**config.mk**
```make
export PLATFORM = sky130hd
export DESIGN_NAME = mod_req_arbiter
export DESIGN_NICKNAME = d
export VERILOG_FILES = /design/src/rtl/mod_req_arbiter_pkg.sv /design/src/rtl/mod_rr_pick.sv /design/src/rtl/mod_req_arbiter.sv
export SDC_FILE = /design/constraint.sdc
export NUM_CORES = 1
export LEC_CHECK = 0
export CORE_UTILIZATION = 43
export CTS_CLUSTER_DIAMETER = 150
export CTS_CLUSTER_SIZE = 25
export DETAILED_ROUTE_END_ITERATION = 6
export PLACE_DENSITY_LB_ADDON = 0.08
export SLEW_MARGIN = 30
export SYNTH_ARGS = -nofsm -noshare
export SYNTH_HDL_FRONTEND = slang
export SYNTH_SLANG_ARGS = --single-unit
```
**constraint.sdc**
```tcl
create_clock -name clk -period 2.8 [get_ports clk]
set_input_delay 0.28 -clock clk [delete_from_list [all_inputs] [get_ports clk]]
set_output_delay 0.28 -clock clk [all_outputs]
set_load 0.01 [all_outputs]
```
**src/rtl/mod_req_arbiter_pkg.sv**
```systemverilog
// Shared definitions for the round-robin request arbiter.
// State encoding and a constant-width helper.
package mod_req_arbiter_pkg;

  typedef enum logic [1:0] {
    ST_IDLE    = 2'd0,
    ST_ISSUE   = 2'd1,
    ST_RELEASE = 2'd2
  } state_t;

  function automatic int clog2(input int v);
    int r;
    r = 0;
    while ((1 << r) < v) r++;
    return r;
  endfunction

endpackage

```
**src/rtl/mod_rr_pick.sv**
```systemverilog
// Rotate-priority encoder: first set request at or above rr_ptr,
// wrapping around to bit 0.
module mod_rr_pick #(
  parameter int N_REQ = 4,
  parameter int PTR_W = 2
) (
  input  logic [N_REQ-1:0] req,
  input  logic [PTR_W-1:0] rr_ptr,
  output logic             found,
  output logic [PTR_W-1:0] idx
);

  always_comb begin
    found = 1'b0;
    idx   = '0;
    for (int i = 0; i < N_REQ; i++) begin
      if (!found && req[(int'(rr_ptr) + i) % N_REQ]) begin
        found = 1'b1;
        idx   = PTR_W'((int'(rr_ptr) + i) % N_REQ);
      end
    end
  end

endmodule

```
**src/rtl/mod_req_arbiter.sv**
```systemverilog
// Shares one valid/ready target between N_REQ requesters,
// round-robin, one transaction in flight, with ack timeout.
module mod_req_arbiter
  import mod_req_arbiter_pkg::*;
#(
  parameter int N_REQ   = 4,
  parameter int DATA_W  = 32,
  parameter int TIMEOUT = 255
) (
  input  logic                    clk,
  input  logic                    rst_n,
  input  logic [N_REQ-1:0]        req_valid,
  input  logic [N_REQ*DATA_W-1:0] req_data,
  output logic [N_REQ-1:0]        req_ready,
  output logic                    req_err,
  output logic                    ext_req_valid,
  output logic [DATA_W-1:0]       ext_req_data,
  input  logic                    ext_req_ready,
  output logic                    busy
);

  localparam int PTR_W = clog2(N_REQ);
  localparam int CNT_W = clog2(TIMEOUT + 1);
  localparam logic [PTR_W-1:0] LAST =
    PTR_W'(N_REQ - 1);
  localparam logic [CNT_W-1:0] CNT_LAST =
    CNT_W'(TIMEOUT - 1);

  state_t             state, state_nxt;
  logic [PTR_W-1:0]   rr_ptr, rr_ptr_nxt;
  logic [PTR_W-1:0]   grant, grant_nxt;
  logic [CNT_W-1:0]   cnt, cnt_nxt;
  logic [N_REQ-1:0]   ready_nxt;
  logic               err_nxt;
  logic               ev_nxt;
  logic [DATA_W-1:0]  ed_nxt;
  logic               pick_found;
  logic [PTR_W-1:0]   pick_idx;

  mod_rr_pick #(
    .N_REQ (N_REQ),
    .PTR_W (PTR_W)
  ) u_pick (
    .req    (req_valid),
    .rr_ptr (rr_ptr),
    .found  (pick_found),
    .idx    (pick_idx)
  );

  always_comb begin
    state_nxt  = state;
    rr_ptr_nxt = rr_ptr;
    grant_nxt  = grant;
    cnt_nxt    = cnt;
    ready_nxt  = '0;
    err_nxt    = 1'b0;
    ev_nxt     = ext_req_valid;
    ed_nxt     = ext_req_data;
    unique case (state)
      ST_IDLE: begin
        cnt_nxt = '0;
        if (pick_found) begin
          grant_nxt = pick_idx;
          ed_nxt    = req_data[int'(pick_idx)*DATA_W +: DATA_W];
          ev_nxt    = 1'b1;
          state_nxt = ST_ISSUE;
        end
      end
      ST_ISSUE: begin
        // ready beats timeout when both land on the same cycle
        if (ext_req_ready || cnt >= CNT_LAST) begin
          ev_nxt           = 1'b0;
          ready_nxt[grant] = 1'b1;
          err_nxt          = !ext_req_ready;
          state_nxt        = ST_RELEASE;
        end else begin
          cnt_nxt = cnt + 1'b1;
        end
      end
      ST_RELEASE: begin
        // wait for the target to drop ready so it is not reused
        if (!ext_req_ready) begin
          rr_ptr_nxt = (grant == LAST) ? '0 : grant + 1'b1;
          state_nxt  = ST_IDLE;
        end
      end
      default: begin
        ev_nxt    = 1'b0;
        state_nxt = ST_IDLE;
      end
    endcase
  end

  always_ff @(posedge clk) begin
    if (!rst_n) begin
      state         <= ST_IDLE;
      rr_ptr        <= '0;
      grant         <= '0;
      cnt           <= '0;
      req_ready     <= '0;
      req_err       <= 1'b0;
      ext_req_valid <= 1'b0;
      ext_req_data  <= '0;
      busy          <= 1'b0;
    end else begin
      state         <= state_nxt;
      rr_ptr        <= rr_ptr_nxt;
      grant         <= grant_nxt;
      cnt           <= cnt_nxt;
      req_ready     <= ready_nxt;
      req_err       <= err_nxt;
      ext_req_valid <= ev_nxt;
      ext_req_data  <= ed_nxt;
      busy          <= (state_nxt != ST_IDLE);
    end
  end

endmodule

```
---- Word level (Yosys, flattened, before mapping) ----
Cells that the tools add are included.
operators by class
  equality and inequality tests ........... 6
  add/subtract/negate cells ............... 5
  mux-type cells .......................... 31
  reduce and logical (&&, ||, !) cells .... 20
  shift-type cells ........................ 1
  bitwise gates (word level) .............. 5
  magnitude comparators ................... 7
operators with widths
  kind                                                        number
  variable part select 128 x 8 -> 32 bit                      1
  two-way mux 2 bit                                           8
  one-hot mux 8 bit (2 select lines)                          1
  two-way mux 1 bit                                           14
  less-than comparator 3 x 4 -> 1 bit, second input constant  3
  adder 8 x 1 -> 8 bit, second input constant                 1
  binary-select mux 1 bit (select 2 bit)                      4
  >= comparator 8 bit, second input constant                  1
  two-way mux 8 bit                                           1
  less-than comparator 2 x 3 -> 1 bit, second input constant  2
  != test 2 bit, second input constant                        3
  one-hot mux 2 bit (3 select lines)                          1
  AND reduction 2 bit                                         3
  AND reduction 3 bit                                         2
  OR reduction 2 bit                                          3
  adder 2 x 1 -> 2 bit, second input constant                 2
  adder 2 bit, second input constant                          2
  == test 2 bit, second input constant                        2
  logical AND 1 bit                                           4
  logical NOT 1 bit                                           4
  nonzero test 2 bit                                          2
  AND 1 bit, first input constant                             3
  one-hot mux 1 bit (3 select lines)                          1
  demux 1 bit (select 2 bit)                                  1
  other kinds (5)                                             6
word-level totals
  flip-flop bits (word level) ............. 53

---- Depth between registers and ports, before layout ----
  depth after elaboration ................. 17
  gate-level depth with buffers ........... 9
  mapped depth without buffers ............ 7

---- By module ----
A second synthesis with hierarchy kept.
second synthesis, totals
  cell total of the unflattened synthesis .. 301
  area, all modules ....................... 2882.8 sq um
by module, submodules not included
  module           instances  area an instance (sq um)  seq. area each (sq um)  cells an instance
  mod_req_arbiter  1          2805.2                    1061.0                  286
  mod_rr_pick      1          77.6                      0.0                     15

---- Worst setup path after synthesis ----
Ideal clock, no wire load.
  kind .................................... register to register
  start ................................... register cnt[0]
  end ..................................... register cnt[5]
  required time ........................... 2726 ps
  arrival ................................. 1832 ps
  cell stages (with the launch flop) ...... 7
  buffers on the path ..................... 0
  setup time .............................. 74 ps
  path slack .............................. 894 ps
  clock period less this slack ............ 1906 ps
  cell sequence ........................... dfxtp_1 > inv_1 > ha_1 > o2111a_1 > or4b_1 > or4_1 > o21ai_0
between the ends
  cells in the longest elaborated chain, start to end .. 4
RTL lines
  item                           line                    text
  start, declared                mod_req_arbiter.sv:32   logic [CNT_W-1:0] cnt, cnt_nxt;
  start signal, assigned         mod_req_arbiter.sv:109  cnt <= cnt_nxt;
  >= comparator 8 bit            mod_req_arbiter.sv:71   if (ext_req_ready || cnt >= CNT_LAST) begin
  logical OR 1 bit               mod_req_arbiter.sv:71
  != test 2 bit (no line)        n/a
  AND reduction 2 bit (no line)  n/a
Several ways; a longest one is shown, not always the timed one. The select of a mux whose other input is x is not followed.
A chain may end at the register's enable or synchronous reset.

---- Final worst setup path ----
  start ................................... input req_valid[1]
  end ..................................... register ext_req_data[30]
between the ends
  cells in the longest elaborated chain, start to end .. 13
RTL lines
  item                                                                                  line                    text
  start, declared                                                                       mod_req_arbiter.sv:12   input logic [N_REQ-1:0] req_valid,
  binary-select mux 1 bit (select 2 bit)                                                mod_rr_pick.sv:17       if (!found && req[(int'(rr_ptr) + i) % N_REQ]) begin
  two-way mux 1 bit (not written as such)                                               mod_rr_pick.sv:17
  two-way mux 1 bit                                                                     mod_rr_pick.sv:17
  logical NOT 1 bit                                                                     mod_rr_pick.sv:17
  logical AND 1 bit                                                                     mod_rr_pick.sv:17
  two-way mux 1 bit                                                                     mod_rr_pick.sv:17
  logical NOT 1 bit                                                                     mod_rr_pick.sv:17
  logical AND 1 bit                                                                     mod_rr_pick.sv:17
  two-way mux 1 bit                                                                     mod_rr_pick.sv:17
  logical NOT 1 bit                                                                     mod_rr_pick.sv:17
  logical AND 1 bit                                                                     mod_rr_pick.sv:17
  two-way mux 2 bit / two-way mux 1 bit (equally long branches)                         mod_rr_pick.sv:17
  variable part select 128 x 8 -> 32 bit / AND reduction 2 bit (equally long branches)  n/a
  end signal, assigned                                                                  mod_req_arbiter.sv:113  ext_req_data <= ed_nxt;
  end, declared                                                                         mod_req_arbiter.sv:17   output logic [DATA_W-1:0] ext_req_data,
Several ways; a longest one is shown, not always the timed one. The select of a mux whose other input is x is not followed.

==> metrics.yaml <==
result_of_the_run: "finished clean"
asyncSetResetFlopFracSynth: 0
worstHoldPathType: "flop to flop"
timing.critical_path.fanout_max: 13
yosys-top-cells-area: "sky130_fd_sc_hd__dfxtp_1, sky130_fd_sc_hd__mux2i_1, sky130_fd_sc_hd__o221ai_1"
postCtsHoldBufs: 0
vdd.ir_drop.worst_v: 0.000241
worst_skew_pair.late_latency_ps: 310
cp-startpoint: "req_valid[1]"
post_synth_edffs: 0
globalRouteMet3Util: 0.0728
grt_usage: 0.260
fmax_ghz: 0.480
routabilityCongestion: 0.843
total_design_power_w: 0.00212
die-height_um: 88.4
grt_max_degree: 38
wl_per_cell_um: 16.8
cts_resized: 0
cts_root_buf: "sky130_fd_sc_hd__clkbuf_8"
first_global_vias: 3382
die_w_um: 88.4
worst_pin_slew_ps: 597
p_leak_nw: 1.89
floorplan.rows: 31
antenna_found_initial: 0
mostFrequentLayoutCell: "sky130_fd_sc_hd__clkdlybuf4s50_1"
yosys.area.top_type_share: 0.331
synthesis.yosys.warnings: 0
critPathKind: "input port to flop"
drcViolationCount: 0
critical_path_required_ps: 2990
core_outline_area_mm2: 0.00721
routed-via-count: 3533
final_nets: 660
crit_arrival_ps: 2270
most-common-layout-cells: "sky130_fd_sc_hd__clkdlybuf4s50_1, sky130_fd_sc_hd__dfxtp_1, sky130_fd_sc_hd__mux2i_1"
die_area_mm2: 0.00781
synth.distinct_cells: 44
fin_crit_ps: 2080
num_antenna_cells: 0
drt_pass1_iterations: 4
portBuffers: 173
crit_path_end_kind: "flop"
synth_seq_cells: 53
power-per-cell-area_mw_per_mm2: 413
final_layout_size_suffix_gt1_frac: 0.0559
dp_hpwl_um: 7890
tns_ps: 0
worstHoldStart: "cnt[7]$_SDFFE_PN0P_"
setup_viol: 0
most_used_routing_layer: "met2"
area_delta_synth_final_pct: 59.7
cp-start-kind: "input port"
synthesis.instances: 363
clock_sink_count: 53
vias_per_cell: 5.72
tritoncts_clock_tree: "done"
rsz0062_at_grt: "false"
reg2reg_from: "cnt[0]$_SDFFE_PN0P_"
ctsLongestPathBuffers: 2
met2_usage: 0.460
synth_seq_area_share: 0.331
final-hold-violation-count: 0
globalRoute.totalOverflow: 0
synthesized_net_count: 504
slew_headroom: 0.601
netlist_area_mm2: 0.00321
antenna_left: 0
post-cts-setup-buffers: 0
worst_case_clock_skew_ps: 5.57
totalWireLength_um: 10400
max_slew_vio_count: 0
drv_cap: 0
grt_first_pass_wirelength_um: 15900
grtUsageMet1: 0.294
fill_cells: 562
synth.avg_cell_area_um2: 8.83
htree_levels: 2
drt_first_iter_violations: 164
synth_area_leader_cell: "sky130_fd_sc_hd__dfxtp_1"
cts_buffer_count: 5
cts.reportedPaths.clkPinSlew_ps: 90
holdWs_ps: 492
final.period_utilization: 0.744
start_util: 0.445
io_pins: 174
synth_flop_cell: "sky130_fd_sc_hd__dfxtp_1"
==> worst paths after layout <==
kind | to | slack [ps] | depth (start not counted)
hold reg to reg | cnt[7]$_SDFFE_PN0P_ | 490 | 2
setup reg to reg | cnt[5]$_SDFFE_PN0P_ | 750 | 6
hold / removal | cnt[7]$_SDFFE_PN0P_ | 490 | 2
setup / recovery | ext_req_data[30]$_SDFFE_PN0P_ | 720 | 6
==> metal layers <==
metal | vias to the layer above | wire length (um)
met1 | 1614 | 4110
met2 | 168 | 5120
met4 | 0 | 328
met3 | 27 | 846
met5 | - | 0
li1 | 1724 | -
==> final cells by class <==
type / instances / area [um2] / share of cell area
Sequential cell: 53 / 1060 / 0.207
Timing Repair Buffer: 188 / 1860 / 0.363
Multi-Input combinational cell: 263 / 1940 / 0.380
Clock inverter: 2 / 35.0 / 0.00684
Tap cell: 99 / 124 / 0.0242
Inverter: 8 / 30.0 / 0.00587
Clock buffer: 5 / 68.8 / 0.0134
==> synth_stat cells, types with 3 or more instances <==
cell and instances:
sky130_fd_sc_hd__nand2b_1 3, sky130_fd_sc_hd__buf_2 18, sky130_fd_sc_hd__ha_1 6, sky130_fd_sc_hd__o221ai_1 26, sky130_fd_sc_hd__nor3_1 5, sky130_fd_sc_hd__nand3_1 29
sky130_fd_sc_hd__nand4_1 15, sky130_fd_sc_hd__a2111oi_1 5, sky130_fd_sc_hd__a21oi_1 8, sky130_fd_sc_hd__o31a_1 14, sky130_fd_sc_hd__nor2b_1 3, sky130_fd_sc_hd__a21o_1 18
sky130_fd_sc_hd__o21ai_0 8, sky130_fd_sc_hd__a211oi_1 14, sky130_fd_sc_hd__inv_1 8, sky130_fd_sc_hd__nand2_1 7, sky130_fd_sc_hd__buf_1 3, sky130_fd_sc_hd__nor2_1 18
sky130_fd_sc_hd__clkbuf_1 16, sky130_fd_sc_hd__and2_1 7, sky130_fd_sc_hd__o31ai_1 15, sky130_fd_sc_hd__dfxtp_1 53, sky130_fd_sc_hd__mux2i_1 39
==> state kept, by name (all words and copies together), names as in the netlist <==
signal	count
busy	1
req_ready	4
ext_req_valid	1
cnt	8
ext_req_data	32
grant	2
rr_ptr	2
req_err	1
state	2
==> worst max-delay path, stage by stage <==
cell and delay (ps):
sky130_fd_sc_hd__clkdlybuf4s50_1 490, sky130_fd_sc_hd__nor4_1 480, sky130_fd_sc_hd__nor3_2 80, sky130_fd_sc_hd__nand3_1 450, sky130_fd_sc_hd__a211oi_1 120, sky130_fd_sc_hd__a2111oi_1 370
==> logic make-up after synthesis <==
kind of cell,after synthesis,share of synthesized area
AND/OR/NAND/NOR,98,0.163
flip-flops,53,0.331
adder cells (fa/ha/maj),6,0.0234
AO/OA/AOI/OAI,118,0.288
XOR/XNOR,1,0.00273
buffers and inverters,47,0.0667
multiplexers,40,0.125
==> stage by stage <==
step	setup slack [ps]	cell area (um2)	util	std cells
floorplan	894	3210	-	363
global placement	527	5020	0.695	611
detailed placement	365	5020	0.695	611
CTS	680	5120	0.710	618
global route	517	5120	0.710	618
finish	717	5120	0.710	618
==> where the power goes <==
part / internal [W] / leakage, nW / switching [W]
logic: 0.000422 / 1.40 / 0.000305
registers: 0.000825 / 0.436 / 0.0000497
clock network: 0.000260 / 0.0540 / 0.000255
total: 0.00151 / 1.89 / 0.000609
Note: power is estimated with default switching activity, not from simulation.
